`config.mk`:
```
export PLATFORM = sky130hd
export DESIGN_NAME = m_shift_reg_param_flat
export DESIGN_NICKNAME = d
export VERILOG_FILES = /design/src/rtl/m_shift_reg_param_if.sv /design/src/rtl/m_shift_reg_param.sv /design/src/flat_wrapper.sv
export SDC_FILE = /design/constraint.sdc
export NUM_CORES = 1
export LEC_CHECK = 0
export CORE_MARGIN = 5
export CORE_UTILIZATION = 36
export CTS_BUF_LIST = sky130_fd_sc_hd__clkbuf_4 sky130_fd_sc_hd__clkbuf_8 sky130_fd_sc_hd__clkbuf_16
export CTS_CLUSTER_DIAMETER = 50
export DETAILED_ROUTE_END_ITERATION = 10
export GPL_TIMING_DRIVEN = 0
export MAX_ROUTING_LAYER = met4
export PLACE_DENSITY = 0.73
export SYNTH_ARGS = -nofsm -noshare
export SYNTH_HDL_FRONTEND = slang
export SYNTH_SLANG_ARGS = --single-unit
```
`constraint.sdc`:
```
create_clock -name w_clk -period 1.4 [get_ports w_clk]
set_input_delay 0.28 -clock w_clk [delete_from_list [all_inputs] [get_ports w_clk]]
set_output_delay 0.28 -clock w_clk [all_outputs]
set_load 0.01 [all_outputs]
```
`src/rtl/m_shift_reg_param_if.sv`:
```
// Bus bundle for m_shift_reg_param: control, serial/parallel data in, stage contents and counter out.
interface m_shift_reg_param_if #(
    parameter int WIDTH = 1,
    parameter int DEPTH = 4
);
    localparam int CW = $clog2(DEPTH + 1);

    logic                   w_en;
    logic [1:0]             w_mode;
    logic [WIDTH-1:0]       w_sin;
    logic [WIDTH*DEPTH-1:0] w_pin;
    logic [WIDTH*DEPTH-1:0] w_pout;
    logic [WIDTH-1:0]       w_sout_r;
    logic [WIDTH-1:0]       w_sout_l;
    logic [CW-1:0]          w_left;
    logic                   w_empty;

    modport master (
        output w_en, w_mode, w_sin, w_pin,
        input  w_pout, w_sout_r, w_sout_l, w_left, w_empty
    );

    modport slave (
        input  w_en, w_mode, w_sin, w_pin,
        output w_pout, w_sout_r, w_sout_l, w_left, w_empty
    );
endinterface

```
`src/rtl/m_shift_reg_param.sv`:
```
// DEPTH x WIDTH bidirectional shift register with parallel load, clock enable and a
// count of loaded stages still to be shifted out (serialiser / delay line).
module m_shift_reg_param #(
    parameter int WIDTH = 1,
    parameter int DEPTH = 4,
    parameter int CW    = $clog2(DEPTH + 1)
) (
    input  logic                  w_clk,
    input  logic                  w_rst,
    m_shift_reg_param_if.slave    bus
);
    typedef enum logic [1:0] {
        OP_HOLD = 2'b00,
        OP_SHR  = 2'b01,
        OP_SHL  = 2'b10,
        OP_LOAD = 2'b11
    } op_e;

    logic [DEPTH-1:0][WIDTH-1:0] stages;
    logic [CW-1:0]               left_q;
    op_e                         op;

    assign op = op_e'(bus.w_mode);

    always_ff @(posedge w_clk) begin
        if (w_rst) begin
            stages <= '0;
            left_q <= '0;
        end else if (bus.w_en) begin
            case (op)
                OP_SHR: begin
                    // Enters at the top stage, leaves at stage 0.
                    stages <= {bus.w_sin, stages[DEPTH-1:1]};
                    if (left_q != '0) left_q <= left_q - CW'(1);
                end
                OP_SHL: begin
                    stages <= {stages[DEPTH-2:0], bus.w_sin};
                    if (left_q != '0) left_q <= left_q - CW'(1);
                end
                OP_LOAD: begin
                    stages <= bus.w_pin;
                    left_q <= CW'(DEPTH);
                end
                default: begin
                end
            endcase
        end
    end

    assign bus.w_pout   = stages;
    assign bus.w_sout_r = stages[0];
    assign bus.w_sout_l = stages[DEPTH-1];
    assign bus.w_left   = left_q;
    assign bus.w_empty  = (left_q == '0);
endmodule

```
`src/flat_wrapper.sv`:
```
// flat-port wrapper written by rule: the top's interface ports become plain ports
module m_shift_reg_param_flat 
#(
    parameter int WIDTH = 1,
    parameter int DEPTH = 4,
    parameter int CW    = $clog2(DEPTH + 1)
)
  (w_clk, w_rst, bus_w_en, bus_w_mode, bus_w_sin, bus_w_pin, bus_w_pout, bus_w_sout_r, bus_w_sout_l, bus_w_left, bus_w_empty);
  m_shift_reg_param_if #(.WIDTH(WIDTH), .DEPTH(DEPTH)) bus_i ();
  input  logic w_clk;
  input  logic w_rst;
  input wire logic [$bits(bus_i.w_en)-1:0] bus_w_en;
  input wire logic [$bits(bus_i.w_mode)-1:0] bus_w_mode;
  input wire logic [$bits(bus_i.w_sin)-1:0] bus_w_sin;
  input wire logic [$bits(bus_i.w_pin)-1:0] bus_w_pin;
  output wire logic [$bits(bus_i.w_pout)-1:0] bus_w_pout;
  output wire logic [$bits(bus_i.w_sout_r)-1:0] bus_w_sout_r;
  output wire logic [$bits(bus_i.w_sout_l)-1:0] bus_w_sout_l;
  output wire logic [$bits(bus_i.w_left)-1:0] bus_w_left;
  output wire logic [$bits(bus_i.w_empty)-1:0] bus_w_empty;
  assign bus_i.w_en = bus_w_en;
  assign bus_i.w_mode = bus_w_mode;
  assign bus_i.w_sin = bus_w_sin;
  assign bus_i.w_pin = bus_w_pin;
  assign bus_w_pout = bus_i.w_pout;
  assign bus_w_sout_r = bus_i.w_sout_r;
  assign bus_w_sout_l = bus_i.w_sout_l;
  assign bus_w_left = bus_i.w_left;
  assign bus_w_empty = bus_i.w_empty;
  m_shift_reg_param #(.WIDTH(WIDTH), .DEPTH(DEPTH), .CW(CW)) u_core (.w_clk(w_clk), .w_rst(w_rst), .bus(bus_i));
endmodule
```
==> results.md, run 1 <==
* Peak supply drop at around 0.38 mV
* P_leak at 0.370 nW
* Setup skew after layout at 0.00451 ns
* Die area at 2200 um2
* CP Cell Sequence: inv_2, ha_4, ha_4, nand2b_4, a21boi_4, mux2_4
* IO Pins at 20
* IO buf count at 18
* Max-Cap Viols at 0
* Fin. max-slew vios at 0
* Hold buffers post-CTS at 0
* Critical path class: reg -> reg
* CTS Buffer Depth at 2
* DR vias at ~460
* Minimum clock period at 1.47 ns
* Met2 wire length at 577 um
* Metal3 WL at just under 70 um
* Mapped Area at 489 um2
* Largest area contributor in the netlist: dfxtp_1
* Status: finished, violations left
* Metal-1 WL at 471 um
* Placeable Area at 1300 um2
* Setup crit end kind: flop
* Top Metal Used: met4
* DR pass1 iterations at 2
* Final hold viol count at 0
* Post-synth ARST share at 0
* Clk_lat worst skew at 0.26 ns
* Num CTS Buffers at 3
* CTS tree: yes
* Worst EP required at 1.55 ns
* Share of cells above drive strength 1 at 0.436
* Syn Inst Count at 54
* Die Y at 46.9 um
* Clock root buffer: clkbuf_4
* Worst setup SP type: flop
* Max_slew headroom at 0.817
* GP Congestion at 0.717
* FILL cells at 118
* Fmax at 682 MHz
* #FFs+latches synth at 7
* GRT overflow at 0
* Place WS at -0.646 ns
* Final setup fails at 3
* First-pass GRT wire length at roughly 1.7 mm
* Clock sinks at 7
* Slowest stage cell, crit path: dfxtp_2
* Final worst setup slack at -0.0660 ns
* Clock slew seen by the registers of the worst setup and hold paths at 0.06 ns
* Top cells by area, synth: dfxtp_1 (29%), ha_1 (15%), a221oi_1 (7.2%)
* Number of routed nets with antenna violations at 0
* Largest net degree at the start of global routing at 11
* Cell variety after synth at 17
* Crit path DAT at 1.62 ns
* Critical Path Fanout Max at 3
* Worst path max stage delay at ~0.34 ns
* Initial antenna violation count at 0
* Initial Util at 0.376
* Row count at 13
* Area Overhead vs Synth at 66.0%
* RSZ-0062 raised after global routing: true
* Final net count at 95
* Share of the synthesized area in the top cell type at 0.286
* Routed WL at around 1.2 mm
* Sequential area share after synthesis at 0.286
* Antenna cells at 0
* Yosys warnings at 0
* Drt via density at 4.97
* Worst Tran Pin Value at approximately 0.27 ns
* Setup_tns at -0.192 ns
* Pwr Density at 871 nW/um2
* Failing checks: setup timing
* DR WL/cell at 12.5 um
* Hpwl dp at approximately 850 um
* Net count after synthesis at 70
* DR DRC count at 0
* Vias in the first global route at 404
* Final Util at 0.624
* Tot GR Track Use at 0.114
* EDFF count, synth at 0
* Synth Area per Inst at 9.06 um2
* Fin crit share at 1.05
* Initial DRC Count at 1
* Synth cell count leaders: dfxtp_1 (7), nor2_1 (7), ha_1 (6), inv_1 (6)
* Worst hold-check path type: in -> reg
* Critical path's most frequent cell: ha_4
* Main synth FF type: dfxtp_1
* FF-to-FF setup slack at -0.07 ns
* Die X at 46.9 um
* CTS H-tree lvls at 1
==> placed cells by master (no fill, tap or decap) <==
master,count
clkbuf_4,4
dfxtp_1,3
a21oi_1,1
dfxtp_2,4
buf_2,1
nor3_1,2
clkbuf_2,3
dlygate4sd2_1,10
inv_1,3
inv_2,3
buf_4,4
ha_4,3
nor2_1,7
a21boi_4,1
a211oi_1,4
mux2_4,3
ha_1,3
buf_6,1
nor2b_1,1
nor3b_1,4
nand2b_4,2
o21a_4,1
clkdlybuf4s50_1,6
a221oi_2,4
==> stage by stage <==
stage,power (W),instance area [um2],hold WS [ns],cells
floorplan,0.000395,543,0.539,54
global placement,0.000491,742,0.513,87
detailed placement,0.000499,742,0.520,87
CTS,0.000703,790,0.319,92
global route,0.000743,812,0.348,93
finish,0.000707,812,0.329,93
==> state kept, by name, indices dropped and copies added, names as in the netlist <==
| register | flops |
|---|---|
| u_core.bus.w_sout_r | 1 |
| u_core.bus.w_sout_l | 1 |
| u_core.bus.w_left | 3 |
| u_core.bus.w_pout | 2 |
==> worst max-delay path, delay by kind of cell (launching register included) <==
family                   cells  cell delay (ns)
adder cells (fa/ha/maj)      2             0.31
AND/OR/NAND/NOR              1             0.14
flip-flops                   1             0.34
AO/OA/AOI/OAI                1             0.19
buffers and inverters        1             0.05
multiplexers                 1             0.32
==> power breakdown <==
group | internal, W | leakage (nW) | switching, W
Sequential | 0.000220 | 0.0591 | 0.0000155
Combinational | 0.000148 | 0.292 | 0.000111
Clock | 0.000129 | 0.0184 | 0.0000841
Total | 0.000496 | 0.370 | 0.000211
==> final timing paths <==
check / from / to / cells past startpoint
hold reg to reg: u_core.bus.w_sout_l$_SDFFE_PP0P_ / u_core.bus.w_sout_l$_SDFFE_PP0P_ / 2
setup reg to reg: u_core.bus.w_left[0]$_SDFFE_PP0P_ / u_core.bus.w_left[2]$_SDFFE_PP0P_ / 6
hold / removal: w_rst / u_core.bus.w_sout_l$_SDFFE_PP0P_ / 2
setup / recovery: u_core.bus.w_left[0]$_SDFFE_PP0P_ / u_core.bus.w_left[2]$_SDFFE_PP0P_ / 6
==> metal layers <==
layer	track usage	vias to the layer above
met5	-	-
met3	0.0230	5
met2	0.190	13
met4	0.0994	0
met1	0.111	207
li1	-	237
==> cells by family (layout without fill, tap and decap cells) <==
logic type                 Yosys count  count (layout)  synth area share
adders and majority gates            6               6             0.153
and+or+nand+nor                     16              16             0.174
AOI/OAI and AO/OA                   11              11             0.197
DFF                                  7               7             0.286
buffers and inverters               11              35             0.120
muxes                                3               3            0.0690
==> cell type report <==
cell class,count,area [um2],area share
Tap cell,15,18.8,0.0231
Multi-Input combinational cell,36,387,0.476
Clock buffer,4,30.0,0.0370
Sequential cell,7,145,0.179
Timing Repair Buffer,20,173,0.213
Buffer,5,36.3,0.0447
Inverter,6,22.5,0.0277
==> timing repair <==
action / 4_1_cts / 5_1_grt
buffers inserted: 1 / 1
pin swaps: 1 / 0
gates resized for setup: 21 / 5
setup endpoints to repair: 17 / 8
Power figures use the tool's default switching activity.
==> run 2, diff against run 1 <==
Settings changed: CAP_MARGIN from default to 20.
==> results of run 2 <==
Final layout, timing and power as in run 1 (identical DEF).
